<file path="config.mk">
export PLATFORM = sky130hd
export DESIGN_NAME = gcode_motion_sequencer
export DESIGN_NICKNAME = d
export VERILOG_FILES = /design/src/rtl/gcode_pkg.sv /design/src/rtl/gcode_cmd_fifo.sv /design/src/rtl/gcode_motion_sequencer.sv
export SDC_FILE = /design/constraint.sdc
export NUM_CORES = 1
export LEC_CHECK = 0
export BUFFER_PORTS_ARGS = -buffer_cell sky130_fd_sc_hd__buf_4
export CORE_AREA = 2 2 145 147
export CTS_CLUSTER_SIZE = 20
export DETAILED_ROUTE_END_ITERATION = 6
export DIE_AREA = 0 0 147 149
export HOLD_SLACK_MARGIN = 0.08
export PLACE_DENSITY_LB_ADDON = 0.1
export RECOVER_POWER = 50
export SLEW_MARGIN = 20
export SYNTH_ARGS = -nofsm -noshare
export SYNTH_HDL_FRONTEND = slang
export SYNTH_SLANG_ARGS = --single-unit
</file>
<file path="constraint.sdc">
create_clock -name clk -period 3.7 [get_ports clk]
set_clock_uncertainty 0.05 [all_clocks]
set_input_delay 0.37 -clock clk [delete_from_list [all_inputs] [get_ports clk]]
set_output_delay 0.37 -clock clk [all_outputs]
set_load 0.02 [all_outputs]
</file>
<file path="src/rtl/gcode_pkg.sv">
// Shared definitions for the G-code motion sequencer: command codes, FSM
// state encodings and modal_state bit positions.
package gcode_pkg;

  typedef enum logic [3:0] {
    CMD_G00 = 4'd0,
    CMD_G01 = 4'd1,
    CMD_G20 = 4'd2,
    CMD_G21 = 4'd3,
    CMD_G90 = 4'd4,
    CMD_G91 = 4'd5,
    CMD_M2  = 4'd6,
    CMD_M6  = 4'd7,
    CMD_M72 = 4'd8
  } cmd_e;

  typedef logic [2:0] state_t;

  localparam state_t ST_IDLE = 3'd0;
  localparam state_t ST_EXEC = 3'd1;
  localparam state_t ST_MOVE = 3'd2;
  localparam state_t ST_TOOL = 3'd3;
  localparam state_t ST_HALT = 3'd4;

  localparam int MS_LINEAR   = 0;
  localparam int MS_INCHES   = 1;
  localparam int MS_ABSOLUTE = 2;
  localparam int MS_RAISE    = 3;
  localparam int MS_TOOL     = 4;

  // Power-up modal set: absolute positioning with the tool raised.
  localparam logic [4:0] MODAL_RESET = 5'b01100;

endpackage

</file>
<file path="src/rtl/gcode_cmd_fifo.sv">
// Synchronous command FIFO with occupancy count and a flush input that
// empties it in one cycle. DEPTH must be a power of two.
module gcode_cmd_fifo #(
  parameter int WIDTH = 32,
  parameter int DEPTH = 4
) (
  input  logic                     clk,
  input  logic                     reset,
  input  logic                     flush,
  input  logic                     push,
  input  logic [WIDTH-1:0]         wr_data,
  input  logic                     pop,
  output logic [WIDTH-1:0]         rd_data,
  output logic                     full,
  output logic                     empty,
  output logic [$clog2(DEPTH):0]   count
);

  localparam int AW = $clog2(DEPTH);
  localparam int CW = AW + 1;

  logic [WIDTH-1:0] mem [DEPTH];
  logic [AW-1:0]    wr_ptr;
  logic [AW-1:0]    rd_ptr;
  logic             do_push;
  logic             do_pop;

  assign full    = (count == CW'(DEPTH));
  assign empty   = (count == '0);
  assign do_push = push && !full;
  assign do_pop  = pop && !empty;
  assign rd_data = mem[rd_ptr];

  always_ff @(posedge clk) begin
    if (do_push) mem[wr_ptr] <= wr_data;
  end

  // Pointers wrap naturally because DEPTH is a power of two.
  always_ff @(posedge clk or posedge reset) begin
    if (reset) begin
      wr_ptr <= '0;
      rd_ptr <= '0;
      count  <= '0;
    end else if (flush) begin
      wr_ptr <= '0;
      rd_ptr <= '0;
      count  <= '0;
    end else begin
      if (do_push) wr_ptr <= wr_ptr + AW'(1);
      if (do_pop)  rd_ptr <= rd_ptr + AW'(1);
      case ({do_push, do_pop})
        2'b10:   count <= count + CW'(1);
        2'b01:   count <= count - CW'(1);
        default: count <= count;
      endcase
    end
  end

endmodule

</file>
<file path="src/rtl/gcode_motion_sequencer.sv">
// G-code command sequencer: buffers command words, tracks modal state and
// tool position, and issues move / tool-change requests one at a time.
module gcode_motion_sequencer
  import gcode_pkg::*;
#(
  parameter int COORD_W    = 14,
  parameter int FIFO_DEPTH = 4
) (
  input  logic                          clk,
  input  logic                          reset,
  input  logic                          cmd_valid,
  output logic                          cmd_ready,
  input  logic [3:0]                    cmd,
  input  logic [COORD_W-1:0]            x_in,
  input  logic [COORD_W-1:0]            y_in,
  output logic                          mv_valid,
  input  logic                          mv_ready,
  output logic [COORD_W-1:0]            mv_x,
  output logic [COORD_W-1:0]            mv_y,
  output logic                          mv_linear,
  output logic                          tool_req,
  input  logic                          tool_done,
  output logic [4:0]                    modal_state,
  output logic                          err_unknown,
  output logic                          halted,
  output logic [$clog2(FIFO_DEPTH):0]   fifo_count,
  output logic [2:0]                    state_dbg
);

  localparam int FW = 4 + 2 * COORD_W;

  state_t             state;
  logic [FW-1:0]      fifo_rd;
  logic               fifo_full;
  logic               fifo_empty;
  logic [FW-1:0]      exec_q;
  logic [3:0]         exec_cmd;
  logic [COORD_W-1:0] exec_x;
  logic [COORD_W-1:0] exec_y;
  logic [COORD_W-1:0] pos_x;
  logic [COORD_W-1:0] pos_y;
  logic [COORD_W-1:0] tgt_x;
  logic [COORD_W-1:0] tgt_y;
  logic [4:0]         modal;

  // Handshakes: a transfer happens on a rising edge where valid and ready
  // are both high; once raised, valid and its payload hold until then.
  assign cmd_ready   = !fifo_full && (state != ST_HALT);
  assign tool_req    = (state == ST_TOOL);
  assign halted      = (state == ST_HALT);
  assign mv_x        = tgt_x;
  assign mv_y        = tgt_y;
  assign modal_state = modal;
  assign state_dbg   = state;
  assign exec_cmd    = exec_q[FW-1 -: 4];
  assign exec_x      = exec_q[2*COORD_W-1 -: COORD_W];
  assign exec_y      = exec_q[COORD_W-1:0];

  gcode_cmd_fifo #(
    .WIDTH (FW),
    .DEPTH (FIFO_DEPTH)
  ) u_fifo (
    .clk     (clk),
    .reset   (reset),
    .flush   (state == ST_HALT),
    .push    (cmd_valid && cmd_ready),
    .wr_data ({cmd, x_in, y_in}),
    .pop     ((state == ST_IDLE) && !fifo_empty),
    .rd_data (fifo_rd),
    .full    (fifo_full),
    .empty   (fifo_empty),
    .count   (fifo_count)
  );

  // Unsigned position plus signed offset, clamped to the coordinate range.
  function automatic logic [COORD_W-1:0] rel_target(
    input logic [COORD_W-1:0] p,
    input logic [COORD_W-1:0] off
  );
    logic [COORD_W+1:0] sum;
    sum = {2'b00, p} + {{2{off[COORD_W-1]}}, off};
    if (sum[COORD_W+1])    rel_target = '0;
    else if (sum[COORD_W]) rel_target = '1;
    else                   rel_target = sum[COORD_W-1:0];
  endfunction

  always_ff @(posedge clk or posedge reset) begin
    if (reset) begin
      state       <= ST_IDLE;
      exec_q      <= '0;
      pos_x       <= '0;
      pos_y       <= '0;
      tgt_x       <= '0;
      tgt_y       <= '0;
      modal       <= MODAL_RESET;
      mv_valid    <= 1'b0;
      mv_linear   <= 1'b0;
      err_unknown <= 1'b0;
    end else begin
      err_unknown <= 1'b0;
      case (state)
        ST_IDLE: begin
          if (!fifo_empty) begin
            exec_q <= fifo_rd;
            state  <= ST_EXEC;
          end
        end
        ST_EXEC: begin
          state <= ST_IDLE;
          case (exec_cmd)
            CMD_G00, CMD_G01: begin
              modal[MS_LINEAR] <= 1'b1;
              modal[MS_RAISE]  <= 1'b0;
              modal[MS_TOOL]   <= 1'b0;
              mv_linear        <= (exec_cmd == CMD_G01);
              tgt_x <= modal[MS_ABSOLUTE] ? exec_x : rel_target(pos_x, exec_x);
              tgt_y <= modal[MS_ABSOLUTE] ? exec_y : rel_target(pos_y, exec_y);
              state <= ST_MOVE;
            end
            CMD_G20: modal[MS_INCHES]   <= 1'b1;
            CMD_G21: modal[MS_INCHES]   <= 1'b0;
            CMD_G90: modal[MS_ABSOLUTE] <= 1'b1;
            CMD_G91: modal[MS_ABSOLUTE] <= 1'b0;
            CMD_M72: modal[MS_RAISE]    <= 1'b1;
            CMD_M6: begin
              modal[MS_TOOL]   <= 1'b1;
              modal[MS_LINEAR] <= 1'b0;
              state            <= ST_TOOL;
            end
            CMD_M2:  state <= ST_HALT;
            default: err_unknown <= 1'b1;
          endcase
        end
        // First MOVE cycle registers the request; it is offered from the next.
        ST_MOVE: begin
          if (mv_valid && mv_ready) begin
            pos_x    <= tgt_x;
            pos_y    <= tgt_y;
            mv_valid <= 1'b0;
            state    <= ST_IDLE;
          end else begin
            mv_valid <= 1'b1;
          end
        end
        ST_TOOL: begin
          if (tool_done) begin
            modal[MS_TOOL] <= 1'b0;
            state          <= ST_IDLE;
          end
        end
        ST_HALT: state <= ST_HALT;
        default: state <= ST_IDLE;
      endcase
    end
  end

endmodule

</file>
### Word level (Yosys, flattened, before mapping)

Memory sizes are Yosys's and may differ from the RTL's. A register that Yosys moved wholly into a read port is not among the register bits.
Cells that the tools add are included.

| word-level totals | value |
|---|---|
| register bits | 74 |
| bits in latches | 0 |
| bits in writable memories | 128 |
| ROM bits | 0 |
| input port bits | 37 |
| output and inout bits | 45 |
| logic and storage cells | 103 |
| memories kept | 1 |

Memories:

| name | depth | width | rd ports | clocked after memory_dff | write ports | line | source |
|---|---|---|---|---|---|---|---|
| u_fifo.mem | 4 | 32 | 1 | 1 | 1 | gcode_cmd_fifo.sv:22 | `logic [WIDTH-1:0] mem [DEPTH];` |

| cells by class | value |
|---|---|
| $add $sub $neg | 6 |
| $mul | 0 |
| divide/modulo/power cells | 0 |
| magnitude comparators | 0 |
| eq/ne operators | 20 |
| shift operators | 0 |
| multiplexer cells | 29 |
| bitwise operators | 1 |
| reductions and logical operators | 30 |

Operators with widths:

| cell | number |
|---|---|
| $mux 14 | 6 |
| $add 15x14->16 | 2 |
| $eq 4x3->1 const B | 4 |
| $pmux 3 s5 | 1 |
| $reduce_and 2->1 | 7 |
| $reduce_bool 2->1 | 7 |
| $mux 3 | 4 |
| $pmux 1 s2 | 6 |
| $pmux 3 s3 | 1 |
| $reduce_or 9->1 | 1 |
| $eq 4x2->1 const B | 2 |
| $mux 2 | 4 |
| $eq 3x2->1 const B | 2 |
| $eq 3x3->1 const B | 2 |
| $logic_and 1x1->1 | 6 |
| $logic_not 3->1 | 2 |
| $mux 1 | 6 |
| $pmux 3 s2 | 1 |
| $reduce_and 3->1 | 2 |
| $add 2x1->2 const B | 2 |
| $eq 4x1->1 const B | 1 |
| $eq 4x4->1 const B | 1 |
| $logic_not 4->1 | 1 |
| $ne 2x2->1 const B | 2 |
| 12 further kinds | 13 |

### Logic depth before layout (Yosys ltp)

Gate-level depths: netlist (run 1).

| logic depth | value |
|---|---|
| depth in word-level cells | 8 |
| depth in mapped cells | 11 |
| depth with buffers taken out | 10 |

### Modules after synthesis

Synthesis (run 1) repeated with hierarchy kept, for this count alone.

| second synthesis, totals | value |
|---|---|
| cells, all modules | 785 |
| area, all modules | 10,969.3 um^2 |

Modules (own cells, without submodules):

| module | times used | cells an instance | area an instance (um^2) | seq. area each (um^2) |
|---|---|---|---|---|
| gcode_motion_sequencer | 1 | 550 | 5,735.5 | 2,479.9 |
| gcode_cmd_fifo | 1 | 235 | 5,233.8 | 4,018.9 |

### Worst setup path after synthesis (run 1)

OpenSTA, ideal clock, no wires.

| path | value |
|---|---|
| path kind | flip-flop to flip-flop |
| from | reg state[1], in the netlist state_dbg[1] |
| to | reg u_fifo.count[2] |
| setup time | 0.079 ns |
| data arrival time | 3.041 ns |
| data required time | 3.571 ns |
| path slack | 0.530 ns |
| stages on the path, launching flop included | 12 |
| buffers on the path | 1 |
| clock period less this slack | 3.170 ns |
| path through | dfrtp_1 > clkbuf_1 > nor2_1 > nand2_1 > inv_1 > a21oi_1 > nand2_1 > ha_1 > fa_1 > xnor2_1 > or3_1 > a21oi_1 |

| between the ends | value |
|---|---|
| elaborated cells on any way between the ends | 13 |
| those cells by class | eq/ne (4); mux (2); reduce/logical (7) |

RTL lines:

| item | line | source |
|---|---|---|
| from (decl) | gcode_motion_sequencer.sv:32 | `state_t state;` |
| from (signal assigned) | gcode_motion_sequencer.sv:89 | `state <= ST_IDLE;` |
| from (signal assigned) | gcode_motion_sequencer.sv:105 | `state <= ST_EXEC;` |
| from (signal assigned) | gcode_motion_sequencer.sv:109 | `state <= ST_IDLE;` |
| $eq 3x3->1 * | - |  |
| via halted | gcode_motion_sequencer.sv:25 | `output logic halted,` |
| $reduce_bool 3->1 (no source line) / $mux 3 (equally long branches) | - |  |
| to (signal assigned) | gcode_cmd_fifo.sv:52 | `2'b10: count <= count + CW'(1);` |
| to (signal assigned) | gcode_cmd_fifo.sv:53 | `2'b01: count <= count - CW'(1);` |
| to (signal assigned) | gcode_cmd_fifo.sv:54 | `default: count <= count;` |
| to (decl) | gcode_cmd_fifo.sv:16 | `output logic [$clog2(DEPTH):0] count` |

Mark *: on every way through the listed nets, which the timed path passes. The rest lies on a longest branch.
A chain may end at the register's enable or synchronous reset.

### Worst setup path in the final report (run 1)

| path | value |
|---|---|
| from | reg state[1], in the netlist state_dbg[1] |
| to | reg u_fifo.count[2] |

| between the ends | value |
|---|---|
| cells in the longest elaborated chain, start to end | 7 |
| elaborated cells on any way between the ends | 13 |
| those cells by class | eq/ne (4); mux (2); reduce/logical (7) |

Ends and longest elaborated chain:

| item | line | source |
|---|---|---|
| $ne 3x3->1 | gcode_motion_sequencer.sv:48 | `assign cmd_ready = !fifo_full && (state != ST_HALT);` |
| $logic_and 1x1->1 | gcode_motion_sequencer.sv:48 |  |
| $logic_and 1x1->1 | gcode_motion_sequencer.sv:66 | `.push (cmd_valid && cmd_ready),` |
| $logic_and 1x1->1 | gcode_cmd_fifo.sv:30 | `assign do_push = push && !full;` |
| $eq 2x1->1 / $eq 2x2->1 (equally long branches) | gcode_cmd_fifo.sv:51 | `case ({do_push, do_pop})` |
| $pmux 3 s2 | gcode_cmd_fifo.sv:51 |  |
| $mux 3 | gcode_cmd_fifo.sv:44 | `end else if (flush) begin` |

Several ways; a longest one is shown, not always the timed one.

==> results of run 1 <==
-- flip-flops by register name, summed over array words and instances (netlist names), 2 cells and up --
register,cells
u_fifo.mem,128
exec_q,32
mv_x,14
mv_y,14
pos_x,14
pos_y,14
modal_state,5
state_dbg,3
u_fifo.count,3
u_fifo.rd_ptr,2
u_fifo.wr_ptr,2
-- cells by family after synthesis --
family                   count (synthesis)  share of synthesized area (%)
flip-flops                             234                           61.4
AND/OR/NAND/NOR                        218                           9.17
AO/OA/AOI/OAI                          158                           10.2
multiplexers                            67                           10.5
buffers and inverters                   48                           1.87
adder cells (fa/ha/maj)                 38                           4.70
XOR/XNOR                                27                           2.23
-- layout make-up --
| class | instances | share of cell area [%] |
|---|---|---|
| timing repair buffer | 131 | 6.95 |
| multi-input combinational | 508 | 31.1 |
| clock inverter | 16 | 1.74 |
| sequential | 234 | 51.9 |
| clock buffer | 29 | 5.11 |
| inverter | 15 | 0.449 |
| tap | 275 | 2.75 |
-- metrics by stage --
stage	cell area (um^2)	std cells	util, %	setup WS (ps)
finish	12500	1208	61.0	635
global placement	11600	1130	56.2	850
detailed placement	11600	1130	56.2	652
global route	12500	1208	61.0	357
floorplan	10600	790	-	494
CTS	12700	1208	62.0	617
-- worst max-delay path by stage --
| stage | startpoint | end | slack (ps) | depth (start not counted) |
|---|---|---|---|---|
| 3_3_place_gp | exec_q[0] | mv_y[7] | 850 | 10 |
| 4_1_cts | state_dbg[1] | u_fifo.count[2] | 620 | 10 |
| 3_5_place_dp | state_dbg[1] | u_fifo.count[2] | 650 | 10 |
| 6_report | state_dbg[1] | u_fifo.count[2] | 630 | 10 |
| 2_1_floorplan | reset | err_unknown | 490 | 1 |
| 5_1_grt | state_dbg[1] | u_fifo.count[2] | 360 | 10 |
-- synth_stat cells (3+ instances only) --
master / number
edfxtp_1: 128
nand2_1: 105
dfrtp_1: 104
a21oi_1: 65
nor2_1: 60
ha_1: 35
mux2_2: 32
mux4_2: 32
clkbuf_1: 23
o21ai_0: 20
and3_1: 14
inv_1: 14
xnor2_1: 14
xor2_1: 13
o21ai_1: 10
o22ai_2: 9
nand3_1: 8
o2bb2ai_1: 8
a21o_1: 7
a211oi_1: 6
buf_1: 6
nor3_1: 6
a31oi_1: 5
and2_1: 4
o31ai_2: 4
fa_1: 3
mux2i_1: 3
nand2b_1: 3
o211ai_1: 3
o22ai_1: 3
-- report_power, final --
| part | switching (uW) | internal [uW] |
|---|---|---|
| logic | 3070 | 2460 |
| registers | 770 | 3660 |
| clock network | 1010 | 1590 |
-- routing by layer --
layer  share of wire, %  wire length [um]  global-route usage (%)
met5                  0                 0                       0
met3                5.3              1210                    3.24
met2                 48             10900                    34.3
met4                1.7               386                    4.86
met1                 45             10400                    30.9
-- what timing repair did --
action                     CTS  global route
hold endpoints to repair   183             0
setup endpoints to repair    0             0
hold buffers                33             0
-- worst max-delay path: cells and delay by family (launching register included) --
| family | cells | cell delay, ps |
|---|---|---|
| buffers and inverters | 1 | 150 |
| AO/OA/AOI/OAI | 2 | 510 |
| XOR/XNOR | 1 | 170 |
| AND/OR/NAND/NOR | 4 | 800 |
| adder cells (fa/ha/maj) | 2 | 710 |
| flip-flops | 1 | 590 |
==> flow_summary_export.csv, run 1 <==
group,metric,value,unit
status,status,"finished with violations",
status,violations,"capacitance limit, slew limit",
route,drt-initial-drc-count,555,
global_routing,grt_max_degree,60,
cells_and_area,nets,990,
route,drt-pass1-iter-count,6,
route,drtAntennaViolNets,0,
timing,rsz0062_at_grt,"no",
cts,path_clk_slew,60,ps
floorplan,die_area,21900,um^2
global_routing,antenna_found_initial,0,
timing,timing.final.crit_share,82.8,%
route,route.detailed.drc,0,
worst_setup_path,arrival,3470,ps
cts,cts_setup_buffers,0,
synthesis,synth_edf_count,128,
synthesis,syn-num-nets,865,
min_path,hold_end,"state_dbg[0]",
worst_setup_path,worst_setup_path_start_kind,"flop",
cells_and_area,fill_cells,1641,
power_and_ir_drop,power.density,1000,nW/um^2
global_routing,grt_pass1_wl,36.7,mm
placement,io_buffers,81,
timing,hold_ws,166,ps
synthesis,ys.flop_type,"edfxtp_1",
cts,clock-sinks,234,
floorplan,ios,82,
worst_setup_path,path_cells,"nor2_1 > nand2_1 > inv_1 > a21oi_1 > nand2_1 > ha_1 > fa_1 > xnor2_1 > or3_1 > a21oi_1",
floorplan,core,20600,um^2
worst_setup_path,timing.rr.start,"state_dbg[1]",
global_routing,overflow,0,
cells_and_area,regArea,6500,um^2
power_and_ir_drop,vdd_drop_max,0.000423,V
floorplan,die_h,149,um
floorplan,row_count,53,
floorplan,start_util,51.5,%
min_path,min_from,"tool_done",
worst_setup_path,required,4110,ps
synthesis,seq_area_frac_synth,61.4,%
cts,htree_num_levels,1,
cts,clockRootBuffer,"clkbuf_16",
synthesis,synth_top_area_share,36.3,%
timing,setup_viol,0,
synthesis,synth_top_area_cell,"edfxtp_1",
power_and_ir_drop,p_leak,0.00503,uW
route,wirelength,22.9,mm
synthesis,synth-seq-cells,234,
min_path,hold_depth,4,
worst_setup_path,crit_path_max_fanout,12,
timing,setup-tns-final,0,ps
placement,dp_hpwl,14.9,mm
cells_and_area,final_cell_mix,"128 x edfxtp_1, 105 x nand2_1, 102 x dfrtp_1",
power_and_ir_drop,p_total,12600,uW
timing,tightest_slew,2350,ps
synthesis,synth_area_leaders,"edfxtp_1 36%, dfrtp_1 25%, mux4_2 6.8%",
synthesis,ys_warn_count,0,
worst_setup_path,critPathSlowestCell,"dfrtp_1",
worst_setup_path,r2r_end,"u_fifo.count[2]",
floorplan,die_x,147,um
timing,finalHoldViolations,0,
placement,gp_congestion,0.914,
cts,cts_tree,"built",
synthesis,synthArstFlopShare,45.3,%
run,maxCapViolations,1,
timing,slew_headroom,-57.1,%
synthesis,avgSynthCellArea,13.4,um^2
cts,numCtsBuffers,25,
cells_and_area,multi_input_area,3900,um^2
min_path,min_path_type,"primary input to flop",
timing,report.final.slew_viol_count,60,
route,vias_per_cell,5.66,
cells_and_area,final_common_cell,"edfxtp_1",
cts,cts.path.max_buffers,3,
cells_and_area,synthToLayoutAreaGrowth,18.3,%
cts,post_cts_resized,0,
cts,clock_latency,540,ps
synthesis,syn_inst,790,
worst_setup_path,rrSetupSlack,630,ps
route,num_vias,6840,
global_routing,track_usage,21.2,%
worst_setup_path,crit_type,"flop to flop",
cells_and_area,drive_gt1_share,18.3,%
worst_setup_path,r2r_cells,10,
worst_setup_path,slowest_delay,590,ps
cells_and_area,antennaDiodeCount,0,
synthesis,synth_cell_types,63,
route,post_drt_wl_per_cell,19.0,um
worst_setup_path,cp-end-kind,"flop",
timing,timing.fmax,326,MHz
global_routing,grt_pass1_vias,6801,
synthesis,synth_area,10600,um^2
timing,min_period,3070,ps
No activity file was read; power rests on OpenSTA's default activity.
==> run 2, diff against run 1 <==
==> constraint.sdc (replaced) <==
create_clock -name clk -period 2.8 [get_ports clk]
set_clock_uncertainty 0.05 [all_clocks]
set_input_delay 0.28 -clock clk [delete_from_list [all_inputs] [get_ports clk]]
set_output_delay 0.28 -clock clk [all_outputs]
set_load 0.02 [all_outputs]
==> run 2 against run 1 <==
Net effect: the run still ends with capacitance limit, slew limit left; highest routed layer unchanged; core utilization is 1.3 points higher; largest power group unchanged; critical path depth is 2 lower; worst setup slack worse by 520 ps.
==> flow_summary_export.csv, run 2 (synthesized netlist as in run 1, its figures left out) <==
group,metric,value,unit
status,status,"finished with violations",
status,violations,"capacitance limit, slew limit",
min_path,min_from,"mv_ready",
timing,rsz0062_at_grt,"no",
worst_setup_path,cp_num_buf_inv,0,
cts,clockRootBuffer,"clkbuf_16",
cts,clock-sinks,234,
worst_setup_path,arrival,3080,ps
min_path,hold_end,"state_dbg[1]",
worst_setup_path,timing.rr.start,"exec_q[5]",
min_path,min_path_type,"primary input to flop",
cts,cts.path.max_buffers,3,
cells_and_area,drive_gt1_share,21.3,%
worst_setup_path,required,3200,ps
cts,path_clk_slew,60,ps
placement,io_buffers,81,
cells_and_area,final_common_cell,"edfxtp_1",
worst_setup_path,rrSetupSlack,120,ps
timing,timing.final.crit_share,95.8,%
timing,timing.fmax,373,MHz
route,num_vias,6965,
timing,finalHoldViolations,0,
run,maxCapViolations,1,
worst_setup_path,crit_path_max_fanout,7,
worst_setup_path,critPathSlowestCell,"or3_4",
timing,tightest_slew,1680,ps
global_routing,grt_max_degree,46,
timing,report.final.slew_viol_count,36,
cells_and_area,fill_cells,1638,
global_routing,grt_pass1_wl,37.5,mm
floorplan,core,20600,um^2
cells_and_area,synthToLayoutAreaGrowth,20.9,%
cts,cts_tree,"built",
worst_setup_path,cp-end-kind,"flop",
floorplan,die_h,149,um
cells_and_area,multi_input_area,3960,um^2
cells_and_area,top_regs,"u_fifo.mem (128), exec_q (32)",
power_and_ir_drop,p_leak,0.00517,uW
floorplan,row_count,53,
cells_and_area,regMostFlops,"u_fifo.mem",
route,post_drt_wl_per_cell,19.3,um
global_routing,grt_pass1_vias,7061,
floorplan,ios,82,
global_routing,overflow,0,
global_routing,track_usage,21.9,%
cells_and_area,regArea,6500,um^2
timing,slew_headroom,-12.4,%
worst_setup_path,path_cells,"ha_1 > o21a_1 > nor3b_2 > a2111oi_4 > o31ai_1 > xor2_1 > or3_4 > o22ai_2",
min_path,hold_depth,4,
route,drt-initial-drc-count,587,
route,vias_per_cell,5.67,
worst_setup_path,r2r_cells,8,
worst_setup_path,slowest_delay,450,ps
cells_and_area,final_cell_mix,"128 x edfxtp_1, 104 x nand2_1, 103 x dfrtp_1",
cells_and_area,final_cell_count_no_fill,1229,
route,drt-pass1-iter-count,5,
worst_setup_path,path_delay_family,"compound AO/OA/AOI/OAI gates",
cts,htree_num_levels,1,
floorplan,start_util,51.5,%
cells_and_area,fin_area,12800,um^2
power_and_ir_drop,vdd_drop_max,0.000632,V
cells_and_area,nets,1011,
cts,clock_latency,530,ps
timing,setup-tns-final,0,ps
power_and_ir_drop,power.density,1340,nW/um^2
power_and_ir_drop,p_total,17100,uW
placement,dpl.cell_count,1146,
floorplan,die_x,147,um
worst_setup_path,crit_type,"flop to flop",
timing,min_period,2680,ps
placement,gp_congestion,0.930,
global_routing,antenna_found_initial,0,
route,drtAntennaViolNets,0,
floorplan,die_area,21900,um^2
route,wirelength,23.8,mm
timing,setup_viol,0,
cells_and_area,largest_reg_flops,128,
worst_setup_path,worst_setup_path_start_kind,"flop",
cts,numCtsBuffers,25,
route,route.detailed.drc,0,
worst_setup_path,r2r_end,"mv_y[3]",
cells_and_area,antennaDiodeCount,0,
placement,dp_hpwl,15.6,mm
placement,place_area,11700,um^2
## run 2: metal layers
layer / track usage [%] / routed length (um)
met5: 0 / 0
met4: 5.77 / 578
met3: 3.58 / 1120
met2: 35.7 / 11300
met1: 31.1 / 10800
## run 2: worst max-delay path by stage
stage / endpoint / cells past startpoint / start / slack, ps
floorplan: u_fifo.count[2] / 11 / state_dbg[1] / -140
global route: mv_y[2] / 10 / exec_q[0] / 5
global placement: mv_y[4] / 10 / exec_q[0] / 80
detailed placement: mv_y[2] / 10 / exec_q[0] / -20
CTS: mv_y[3] / 8 / exec_q[1] / 40
finish: mv_y[3] / 8 / exec_q[5] / 120
## run 2: worst min-delay path: stages
cell and delay (ps):
buf_4 80, a21oi_1 60, o21ai_0 170, a21oi_1 70
## run 2: stage by stage
step | setup WS (ps) | util, % | hold slack [ps]
floorplan | -140 | - | 329
global placement | 79.8 | 56.9 | 413
detailed placement | -18.4 | 56.9 | 421
CTS | 45.0 | 63.0 | 106
global route | 4.79 | 62.3 | 146
finish | 117 | 62.3 | 131
## run 2: what timing repair did
item                                   in CTS  in global routing
gates resized for setup                     2                  8
setup buffers                               0                  2
pin swaps                                   0                  5
endpoints found under the hold margin     165                  0
setup endpoints to repair                   7                 19
hold buffers                               35                  0
cloned                                      0                  1
## run 2: layout make-up
type,count,area share [%]
multi-input combinational,509,30.9
sequential,234,50.8
inverter,15,0.450
timing repair buffer,151,8.13
clock inverter,15,1.90
tap,275,2.69
clock buffer,30,5.11
## run 2: power by group
part           leakage, uW  internal [uW]  total (uW)  switching, uW
registers          0.00246           4840        5710            869
clock network     0.000444           2230        3560           1340
logic              0.00227           3470        7860           4390
total              0.00517          10500       17100           6590
==> run 3, diff against run 2 <==
--- a/config.mk
+++ b/config.mk
@@ -13,6 +13,7 @@
 export HOLD_SLACK_MARGIN = 0.08
 export PLACE_DENSITY_LB_ADDON = 0.1
 export RECOVER_POWER = 50
+export REMOVE_ABC_BUFFERS = 1
 export SLEW_MARGIN = 20
 export SYNTH_ARGS = -nofsm -noshare
 export SYNTH_HDL_FRONTEND = slang
==> run 3 against run 2 <==
Net effect: combinational power up 2%; critical endpoint is now mv_x[9]; highest routed layer unchanged; global-route usage up 0.24 points; worst setup slack worse by 34 ps; first-iteration DRC count down 21%; the flow still finishes with violations (capacitance limit, slew limit); via count up 0.37%; cell count up 0.49%; critical path type unchanged.
==> flow_summary_export.csv, run 3 (synthesized netlist as in run 1, its figures left out) <==
group,metric,value,unit
status,status,"finished with violations",
status,violations,"capacitance limit, slew limit",
cts,htree_num_levels,1,
floorplan,die_area,21900,um^2
route,route.detailed.drc,0,
floorplan,die_h,149,um
cts,clockRootBuffer,"clkbuf_16",
global_routing,antenna_found_initial,0,
cells_and_area,final_common_cell,"edfxtp_1",
power_and_ir_drop,switching_share,39.0,%
timing,timing.final.crit_share,97.1,%
power_and_ir_drop,p_total,17000,uW
power_and_ir_drop,clock_power_share,19.0,%
timing,setup_viol,0,
global_routing,overflow,0,
placement,dp_hpwl,15.1,mm
placement,place_area,11800,um^2
cells_and_area,antennaDiodeCount,0,
worst_setup_path,arrival,3110,ps
min_path,min_path_type,"flop to flop",
placement,gp_congestion,0.889,
cts,cts_tree,"built",
timing,tightest_slew,1980,ps
cts,numCtsBuffers,25,
cells_and_area,final_cell_mix,"128 x edfxtp_1, 105 x nand2_1, 103 x dfrtp_1",
power_and_ir_drop,p_switching,6630,uW
route,wirelength,23.8,mm
global_routing,grt_pass1_wl,38.1,mm
worst_setup_path,cp-end-kind,"flop",
placement,io_buffers,81,
global_routing,grt_max_degree,49,
cells_and_area,nets,1016,
cells_and_area,fin_util,62.4,%
worst_setup_path,rrSetupSlack,80,ps
cts,path_clk_slew,60,ps
cells_and_area,regMostFlops,"u_fifo.mem",
timing,report.final.slew_viol_count,48,
cells_and_area,largest_reg_flops,128,
floorplan,row_count,53,
worst_setup_path,crit_type,"flop to flop",
floorplan,start_util,51.5,%
route,drtAntennaViolNets,0,
floorplan,ios,82,
cells_and_area,fin_area,12800,um^2
power_and_ir_drop,p_comb_share,47.4,%
power_and_ir_drop,power.density,1320,nW/um^2
cts,cts.path.max_buffers,3,
power_and_ir_drop,p_int,10300,uW
floorplan,core,20600,um^2
timing,min_period,2720,ps
timing,hold_ws,432,ps
timing,finalHoldViolations,0,
power_and_ir_drop,p_leak,0.00517,uW
route,post_drt_wl_per_cell,19.3,um
worst_setup_path,crit_path_max_fanout,10,
cts,clock-sinks,234,
route,vias_per_cell,5.66,
timing,timing.fmax,368,MHz
run,maxCapViolations,1,
worst_setup_path,worst_setup_path_start_kind,"flop",
cells_and_area,synthToLayoutAreaGrowth,21.0,%
power_and_ir_drop,vdd_drop_max,0.000693,V
worst_setup_path,required,3190,ps
floorplan,die_x,147,um
power_and_ir_drop,seq_power_share,33.6,%
cells_and_area,drive_gt1_share,21.7,%
cts,clock_latency,530,ps
timing,rsz0062_at_grt,"no",
timing,setup_slack,82.6,ps
timing,slew_headroom,-32.4,%
global_routing,track_usage,22.1,%
global_routing,grt_pass1_vias,7171,
route,num_vias,6991,
route,drt-initial-drc-count,463,
cells_and_area,top_regs,"u_fifo.mem (128), exec_q (32)",
placement,post-place-ws,-35.8,ps
route,drt-pass1-iter-count,5,
run 3: repair_timing:
action                                  CTS  global route
setup buffers                             0             3
hold endpoints to repair                179             0
gates resized for setup                   1             9
cloned                                    0             1
pin swaps                                 0             6
endpoints found under the setup margin    1            27
hold buffers                             36             0
run 3: routing by layer:
| metal | up-vias | global-route usage [%] | wire (um) |
|---|---|---|---|
| met2 | 200 | 36.1 | 11200 |
| li1 | 3234 | - | - |
| met1 | 3520 | 31.3 | 10900 |
| met4 | 0 | 6.49 | 514 |
| met5 | - | 0 | 0 |
| met3 | 37 | 3.36 | 1210 |
run 3: worst paths after layout:
path                       startpoint         to  cells after the start
max in group asynchronous       reset   pos_y[4]                      4
min in group asynchronous       reset    mv_x[0]                      3
max reg2reg                exec_q[22]    mv_x[9]                      8
min                         pos_y[11]  pos_y[11]                      2
min reg2reg                 pos_y[11]  pos_y[11]                      2
max                        exec_q[22]    mv_x[9]                      8
run 3: per-stage QoR:
step           std cells  setup TNS (ps)
2_1_floorplan        757          -58460
3_3_place_gp        1149           -2850
3_5_place_dp        1149           -35.8
4_1_cts             1231               0
5_1_grt             1235               0
6_report            1235               0
run 3: worst max-delay path: stages, from the launching register on:
cell      delay [ps]
dfrtp_1          420
ha_1             390
and2_1           210
a41o_1           230
a21oi_2          170
a211oi_2         120
or4_4            540
and2_4           250
o311ai_4         240
run 3: cell type report:
type                    instances  area [um^2]
fillers                      1631         7740
well taps                     275          344
repair buffers                157         1160
clock buffers                  30          654
multi-input cells             508         3960
inverters                      15         56.3
flip-flops and latches        234         6500
clock inverters                16          150
run 3: power by group through the flow:
| stage | combinational (uW) | clock [uW] | sequential [uW] |
|---|---|---|---|
| after floorplan | 5020 | 0 | 5970 |
| after global placement | 7630 | 0 | 5700 |
| after detailed placement | 7820 | 0 | 5760 |
| after CTS | 7930 | 3300 | 5700 |
| after global routing | 8810 | 3400 | 5840 |
| final | 8050 | 3220 | 5700 |
